--- src/rtl/path_pair_scheduler_pkg.sv ---
// Shared types and per-stage datapath functions for the path pair scheduler.
// Ops are bitwise, so callers pass zero-extended operands and truncate the result.
package path_sched_pkg;

   typedef enum logic {MODE_P1 = 1'b0, MODE_P2 = 1'b1} path_mode_e;

   localparam int PATH_LAT   = 2;
   localparam int PATH_MAX_W = 64;

   function automatic logic [PATH_MAX_W-1:0] path_stage0(
      input logic [PATH_MAX_W-1:0] a,
      input logic [PATH_MAX_W-1:0] b,
      input path_mode_e            mode
   );
      if (mode == MODE_P1) return ((a ^ b) & a) | b;
      else                 return ((a ^ ~b) & a) | b;
   endfunction

   function automatic logic [PATH_MAX_W-1:0] path_stage1(
      input logic [PATH_MAX_W-1:0] x2,
      input logic [PATH_MAX_W-1:0] a,
      input logic [PATH_MAX_W-1:0] b,
      input path_mode_e            mode
   );
      if (mode == MODE_P1) return (x2 & ~a) ^ b;
      else                 return (x2 & a) ^ ~b;
   endfunction

endpackage

--- src/rtl/path_pair_scheduler_path_unit.sv ---
// Two-stage pipelined path unit carrying id/mode sideband; valids clear on reset
// and the response registers hold their last value between results.
module path_unit
   import path_sched_pkg::*;
#(
   parameter int WIDTH = 4,
   parameter int ID_W  = 2
) (
   input  logic             clk,
   input  logic             rst,
   input  logic             in_valid,
   input  logic [WIDTH-1:0] in_a,
   input  logic [WIDTH-1:0] in_b,
   input  path_mode_e       in_mode,
   input  logic [ID_W-1:0]  in_id,
   output logic             out_valid,
   output logic [ID_W-1:0]  out_id,
   output path_mode_e       out_mode,
   output logic [WIDTH-1:0] out_data,
   output logic             stage_busy
);

   logic             vld_p0;
   logic [WIDTH-1:0] x2_p0;
   logic [WIDTH-1:0] a_p0;
   logic [WIDTH-1:0] b_p0;
   path_mode_e       mode_p0;
   logic [ID_W-1:0]  id_p0;

   logic             vld_p1;
   logic [WIDTH-1:0] data_p1;
   logic [ID_W-1:0]  id_p1;
   path_mode_e       mode_p1;

   logic [WIDTH-1:0] x2_d;
   logic [WIDTH-1:0] y_d;

   assign x2_d = WIDTH'(path_stage0(PATH_MAX_W'(in_a), PATH_MAX_W'(in_b), in_mode));
   assign y_d  = WIDTH'(path_stage1(PATH_MAX_W'(x2_p0), PATH_MAX_W'(a_p0),
                                    PATH_MAX_W'(b_p0), mode_p0));

   // stage 0 -> p0: winner operands captured so stage 1 never sees live inputs
   always_ff @(posedge clk or posedge rst) begin
      if (rst) vld_p0 <= 1'b0;
      else     vld_p0 <= in_valid;
   end

   always_ff @(posedge clk) begin
      if (in_valid) begin
         x2_p0   <= x2_d;
         a_p0    <= in_a;
         b_p0    <= in_b;
         mode_p0 <= in_mode;
         id_p0   <= in_id;
      end
   end

   // stage 1 -> p1: response registers, reset to zero and held while idle
   always_ff @(posedge clk or posedge rst) begin
      if (rst) begin
         vld_p1  <= 1'b0;
         data_p1 <= '0;
         id_p1   <= '0;
         mode_p1 <= MODE_P1;
      end else begin
         vld_p1 <= vld_p0;
         if (vld_p0) begin
            data_p1 <= y_d;
            id_p1   <= id_p0;
            mode_p1 <= mode_p0;
         end
      end
   end

   assign out_valid  = vld_p1;
   assign out_id     = id_p1;
   assign out_mode   = mode_p1;
   assign out_data   = data_p1;
   // the response cycle itself is not "in flight"
   assign stage_busy = vld_p0;

endmodule

--- src/rtl/path_pair_scheduler.sv ---
// Round-robin arbiter sharing one pipelined path unit among NREQ requesters,
// with a saturating accepted-request counter and an in-flight busy flag.
module path_pair_scheduler
   import path_sched_pkg::*;
#(
   parameter  int NREQ   = 4,
   parameter  int WIDTH  = 4,
   parameter  int GCNT_W = 16,
   localparam int ID_W   = $clog2(NREQ)
) (
   input  logic                  clk,
   input  logic                  rst,
   input  logic                  cfg_enable,
   input  logic [NREQ-1:0]       req_valid,
   output logic [NREQ-1:0]       req_ready,
   input  logic [NREQ*WIDTH-1:0] req_a,
   input  logic [NREQ*WIDTH-1:0] req_b,
   input  logic [NREQ-1:0]       req_mode,
   output logic                  resp_valid,
   output logic [ID_W-1:0]       resp_id,
   output logic                  resp_mode,
   output logic [WIDTH-1:0]      resp_data,
   output logic                  busy,
   output logic [GCNT_W-1:0]     grant_cnt
);

   function automatic logic [GCNT_W-1:0] sat_inc(input logic [GCNT_W-1:0] v);
      return (&v) ? v : v + 1'b1;
   endfunction

   logic [ID_W-1:0]  ptr;
   logic [NREQ-1:0]  grant;
   logic             found;
   logic [ID_W-1:0]  win_id;
   logic [WIDTH-1:0] win_a;
   logic [WIDTH-1:0] win_b;
   path_mode_e       win_mode;
   path_mode_e       unit_mode;

   // search from ptr upward, wrapping; held off entirely during reset
   always_comb begin
      grant    = '0;
      found    = 1'b0;
      win_id   = '0;
      win_a    = '0;
      win_b    = '0;
      win_mode = MODE_P1;
      if (!rst && cfg_enable) begin
         for (int k = 0; k < NREQ; k++) begin
            if (!found && req_valid[(int'(ptr) + k) % NREQ]) begin
               found    = 1'b1;
               grant[(int'(ptr) + k) % NREQ] = 1'b1;
               win_id   = ID_W'((int'(ptr) + k) % NREQ);
               win_a    = req_a[((int'(ptr) + k) % NREQ) * WIDTH +: WIDTH];
               win_b    = req_b[((int'(ptr) + k) % NREQ) * WIDTH +: WIDTH];
               win_mode = path_mode_e'(req_mode[(int'(ptr) + k) % NREQ]);
            end
         end
      end
   end

   assign req_ready = grant;

   always_ff @(posedge clk or posedge rst) begin
      if (rst) begin
         ptr       <= '0;
         grant_cnt <= '0;
      end else if (found) begin
         ptr       <= (int'(win_id) == NREQ - 1) ? '0 : win_id + 1'b1;
         grant_cnt <= sat_inc(grant_cnt);
      end
   end

   path_unit #(
      .WIDTH (WIDTH),
      .ID_W  (ID_W)
   ) u_path (
      .clk        (clk),
      .rst        (rst),
      .in_valid   (found),
      .in_a       (win_a),
      .in_b       (win_b),
      .in_mode    (win_mode),
      .in_id      (win_id),
      .out_valid  (resp_valid),
      .out_id     (resp_id),
      .out_mode   (unit_mode),
      .out_data   (resp_data),
      .stage_busy (busy)
   );

   assign resp_mode = unit_mode;

endmodule

--- config.mk ---
export PLATFORM = sky130hd
export DESIGN_NAME = path_pair_scheduler
export DESIGN_NICKNAME = d
export VERILOG_FILES = /design/src/rtl/path_pair_scheduler_pkg.sv /design/src/rtl/path_pair_scheduler_path_unit.sv /design/src/rtl/path_pair_scheduler.sv
export SDC_FILE = /design/constraint.sdc
export NUM_CORES = 1
export LEC_CHECK = 0
export CAP_MARGIN = 20
export CORE_UTILIZATION = 55
export CTS_CLUSTER_DIAMETER = 40
export DETAILED_ROUTE_END_ITERATION = 8
export GPL_ROUTABILITY_DRIVEN = 0
export GPL_TIMING_DRIVEN = 1
export HOLD_SLACK_MARGIN = 0.12
export PLACE_DENSITY_LB_ADDON = 0.2
export REMOVE_ABC_BUFFERS = 1
export SYNTH_ARGS = -nofsm -noshare
export SYNTH_HDL_FRONTEND = slang
export SYNTH_HIERARCHICAL = 1
export SYNTH_SLANG_ARGS = --single-unit
--- constraint.sdc ---
create_clock -name clk -period 9.5 [get_ports clk]
set_clock_uncertainty 0.15 [all_clocks]
set_input_delay 1.425 -clock clk [delete_from_list [all_inputs] [get_ports clk]]
set_output_delay 1.425 -clock clk [all_outputs]
set_load 0.01 [all_outputs]
Word level (Yosys, flattened, before mapping)
Index checks and enable logic that the tools add are counted.

Register bits after elaboration: 42. Bits of input ports: 43. Output and inout port bits: 29.

Add/sub/neg operators: 5. Order comparisons: 8. Eq/ne operators: 1. Shift operators: 8. Multiplexer cells: 69. Bitwise logic cells: 20. Reductions and logical operators: 17.

Operator list (number): $shiftx 16x5->4 (8); $mux 4 (20); $mux 1 (31); $or 4x4->4 (5); $add 16x1->16 const B (1); $and 4x4->4 (4); $bmux 1 s2 (8); $reduce_and 16->1 (1); $xor 4x4->4 (4); $lt 3x4->1 const B (3); $mux 2 (6); $not 4->4 (3); $ge 3x1->1 const B (3); $demux 1 s2 (4); $logic_and 1x1->1 (8); $reduce_or 2->1 (3); $add 2x1->2 const B (2); $add 2x2->2 const B (2); $logic_not 1->1 (4); $and 1x1->1 const A (3); $lt 2x3->1 const B (1); $eq 2x1->1 const B (1); $ge 2x1->1 const B (1); $reduce_and 2->1 (1); $not 1->1 (1).

Depth between registers and ports, before layout
Depth in word-level cells: 22. Mapped depth: 15.

By module
The synthesis kept the hierarchy.

Modules (own cells, without submodules): path_pair_scheduler (instances 1, cells an instance 214, area each 2357.3 um^2, seq. area each 450.4 um^2); path_unit (instances 1, cells an instance 58, area each 898.4 um^2, seq. area each 675.6 um^2).

Least setup slack after synthesis
No wires, ideal clock.

Kind: input -> output. From: input port req_valid[2]. To: output port req_ready[0]. Data arrival time: 3110 ps. Setup slack: 4815 ps. Stages on the path: 7. Buffers on the path: 2. Cells stage by stage: clkbuf_1 > mux4_2 > or3b_1 > nor3_2 > buf_4 > nand2_1 > o31ai_1.

Longest elaborated chain between the ends: 16.

Ends and longest elaborated chain: start: declaration (RTL line path_pair_scheduler.sv:14) `input logic [NREQ-1:0] req_valid,`; $bmux 1 s2 (RTL line path_pair_scheduler.sv:50) `if (!found && req_valid[(int'(ptr) + k) % NREQ]) begin`; $mux 1 (not written as such) (RTL line path_pair_scheduler.sv:50); $mux 1 (RTL line path_pair_scheduler.sv:50); $mux 1 (RTL line path_pair_scheduler.sv:48) `if (!rst && cfg_enable) begin`; $logic_not 1->1 (RTL line path_pair_scheduler.sv:50); $logic_and 1x1->1 (RTL line path_pair_scheduler.sv:50); $mux 1 (RTL line path_pair_scheduler.sv:50); $mux 1 (RTL line path_pair_scheduler.sv:48); $logic_not 1->1 (RTL line path_pair_scheduler.sv:50); $logic_and 1x1->1 (RTL line path_pair_scheduler.sv:50); $mux 1 (RTL line path_pair_scheduler.sv:50); $mux 1 (RTL line path_pair_scheduler.sv:48); $logic_not 1->1 (RTL line path_pair_scheduler.sv:50); $logic_and 1x1->1 (RTL line path_pair_scheduler.sv:50); $mux 4 (*) (RTL line path_pair_scheduler.sv:50); $mux 4 (*) (RTL line path_pair_scheduler.sv:48); end: declaration (RTL line path_pair_scheduler.sv:15) `output logic [NREQ-1:0] req_ready,`.

Mark *: on every way between the ends. The rest lies on a longest branch, timed or not. The select of a mux whose other input is x is not followed.

Final worst setup path
From: input port req_valid[3]. To: output port req_ready[1].

The elaborated chain is that of the path after synthesis.

==> impl_metrics.toml <==
[status]
outcome = "completed"

[place]
hpwlAfterDp_mm = 4.88
io_buffers = 71
postPlaceCellArea_sq_um = 3970

[drt]
vias = 2621
drc = 0
dr.first_iter.drc_count = 167
dr.pass1.iters = 4
wire_per_inst_microns = 16.5
avgViaCountPerCell = 6.44
final_antenna_net_count = 0
wl_mm = 6.72

[power]
leakage_nw = 1.47
power_density_nw_per_um2 = 275
ir_drop_v = 0.000205

[sta]
rsz0062_at_grt = "false"
slew_headroom = 0.329
finalSetupTns_ns = 0
hold_viol_final = 0
fmax_mhz = 159
setup_viol = 0
slew_viol_final = 0
tightest_slew_ns = 1.00
min_period_ns = 6.30
fin_crit_sh = 0.663

[global_route]
grt_usage = 0.231
grt_pass1_vias = 2374
grt.overflow.total = 0
grt_max_degree = 53
grt_pass1_wl_mm = 11.3
antenna_found_initial = 0

[die]
initial_core_util = 0.581
die-width_microns = 78.9
die_h_microns = 78.9
die-area_sq_um = 6230
coreArea_sq_um = 5610
io_pins = 72
row_count = 27

[clock_tree]
cts-root-buf = "clkbuf_8"
clk_latency_ns = 0.29
ctsResizeCount = 0
htree_levels = 2
tritoncts_num_sinks = 42
cts_setup_buffers = 0
hold_buffers = 0
cts_buffers = 5
clk_path_buf_depth = 2
cts_tree = "yes"
path_clk_slew_ns = 0.08

[worst_setup_path]
crit_fanout = 18
cp_data_required_time_ns = 7.93
critPathCaptureType = "output pin"
crit_path_start_kind = "input pin"
crit_type = "in2out"
worstPathArrival_ns = 4.72

[cells_and_area]
drive_above_1_share = 0.170
final_nets = 383
fillers = 427
layout.area.seq_sq_um = 1130
antenna_cells = 0
fin_area_sq_um = 4120
multi_input_area_sq_um = 2010
area_growth_pct = 26.7

[logic_synthesis]
syn_area_per_cell_sq_um = 12.0
synth_top_area_share = 0.270
synth_mux_area_frac = 0.309
synth_edf_count = 15
yosysWarnings = 6
synth_top_cell_by_area = "mux4_2"
synth_top_family_by_area = "multiplexers"
synth-simple-area-share = 0.107
synthFlopType = "dfrtp_1"
yosysMostFrequentCell = "mux4_2"
ys_seq_area_frac = 0.346
yosysUniqueCellTypes = 45
yosys-top-cells-count = "mux4_2 (39), dfrtp_1 (27), nor2_1 (18)"
postSynth.asyncResetShare = 0.643
synth_compound_area_frac = 0.137
synth_area_sq_um = 3260
synthAdderAreaFrac = 0.0231
ys_top_cells_by_area = "mux4_2 (27%), dfrtp_1 (21%), edfxtp_1 (14%), a22oi_1 (3.7%), xnor2_1 (3.5%)"
synth_seq_cells = 42
synthCells = 272
synth-xor-area-share = 0.0404

[job]
maxCapViolations = 0

[min_path]
holdCritPathClass = "reg2reg"
[state kept, by name, summed over array words and instances (netlist names)]
signal	flops
u_path/a_p0	4
u_path/mode_p0	1
u_path/stage_busy	1
u_path/out_valid	1
u_path/x2_p0	4
ptr	2
u_path/out_data	4
u_path/out_mode	1
grant_cnt	16
u_path/out_id	2
u_path/id_p0	2
u_path/b_p0	4
[per-stage QoR]
stage	util	power (mW)	setup WS [ns]	hold WS [ns]	std cells
after floorplan	-	0.794	3.27	0.289	253
after global placement	0.708	0.950	3.09	0.297	397
after detailed placement	0.708	0.966	2.96	0.307	397
after CTS	0.728	1.11	2.55	0.322	405
after global routing	0.735	1.21	2.93	0.337	407
final	0.735	1.13	3.20	0.321	407
[layout make-up]
| cell class | count | share of cell area |
|---|---|---|
| multi-input combinational | 203 | 0.486 |
| sequential | 42 | 0.273 |
| timing repair buffer | 74 | 0.184 |
| tap | 72 | 0.0218 |
| clock buffer | 6 | 0.0176 |
| clock inverter | 2 | 0.00910 |
| inverter | 8 | 0.00728 |
[report_power, final]
part           total (mW)  internal [mW]  switching [mW]  leakage [nW]
clock               0.138         0.0784          0.0598        0.0514
sequential          0.283          0.240          0.0434         0.490
combinational       0.712          0.384           0.328         0.928
total                1.13          0.702           0.432          1.47
[cells by family (layout without fill, tap and decap cells)]
logic type / Yosys count / in the layout
simple gates: 69 / 69
compound gates: 62 / 62
mux: 51 / 51
flops: 42 / 42
buf+inv: 27 / 90
xor+xnor: 15 / 15
fa+ha+maj: 6 / 6
[worst max-delay path, stage by stage]
cell,delay [ns]
clkdlybuf4s50_1,0.57
mux4_2,0.74
nor2b_1,0.85
a221oi_1,0.22
o31ai_1,0.33
clkdlybuf4s50_1,0.58
[layer usage]
layer / vias up / part of all wire / global-route usage
met4: 0 / 0.012 / 0.0655
met3: 10 / 0.056 / 0.0299
met2: 109 / 0.50 / 0.385
met5: - / 0 / 0
li1: 1225 / - / -
met1: 1277 / 0.43 / 0.319
[layout by cell type (no fill, tap or decap), types with 3 or more instances in the layout]
cell,netlist,layout
or3_1,3,3
mux4_2,39,39
and2_4,3,3
a221oi_1,6,6
a31oi_1,4,4
clkbuf_8,0,5
o31ai_1,5,5
a21o_1,4,4
nand2_1,15,15
a21oi_1,3,3
xnor2_1,13,13
mux2i_1,6,6
inv_1,8,8
a211oi_1,3,3
ha_1,6,6
clkdlybuf4s50_1,0,71
a22oi_1,16,16
o21ai_0,14,14
edfxtp_1,15,15
nor2_1,18,18
dfrtp_1,27,26
nand4_1,5,5
mux2_1,5,5
nand3_1,8,8
nor3_1,6,6
[path summary, 6_finish.rpt]
check                           slack, ns  cells after the start       startpoint               end
worst min-delay path                 0.32                      1  u_path/id_p0[1]  u_path/out_id[1]
worst max register to register       4.97                     12           ptr[0]            ptr[0]
max in group asynchronous            7.19                      2              rst            ptr[0]
worst max-delay path                 3.20                      6     req_valid[3]      req_ready[1]
worst min register to register       0.32                      1  u_path/id_p0[1]  u_path/out_id[1]
min in group asynchronous            1.34                      2              rst  u_path/out_id[1]
No activity file was read; power rests on OpenSTA's default activity.
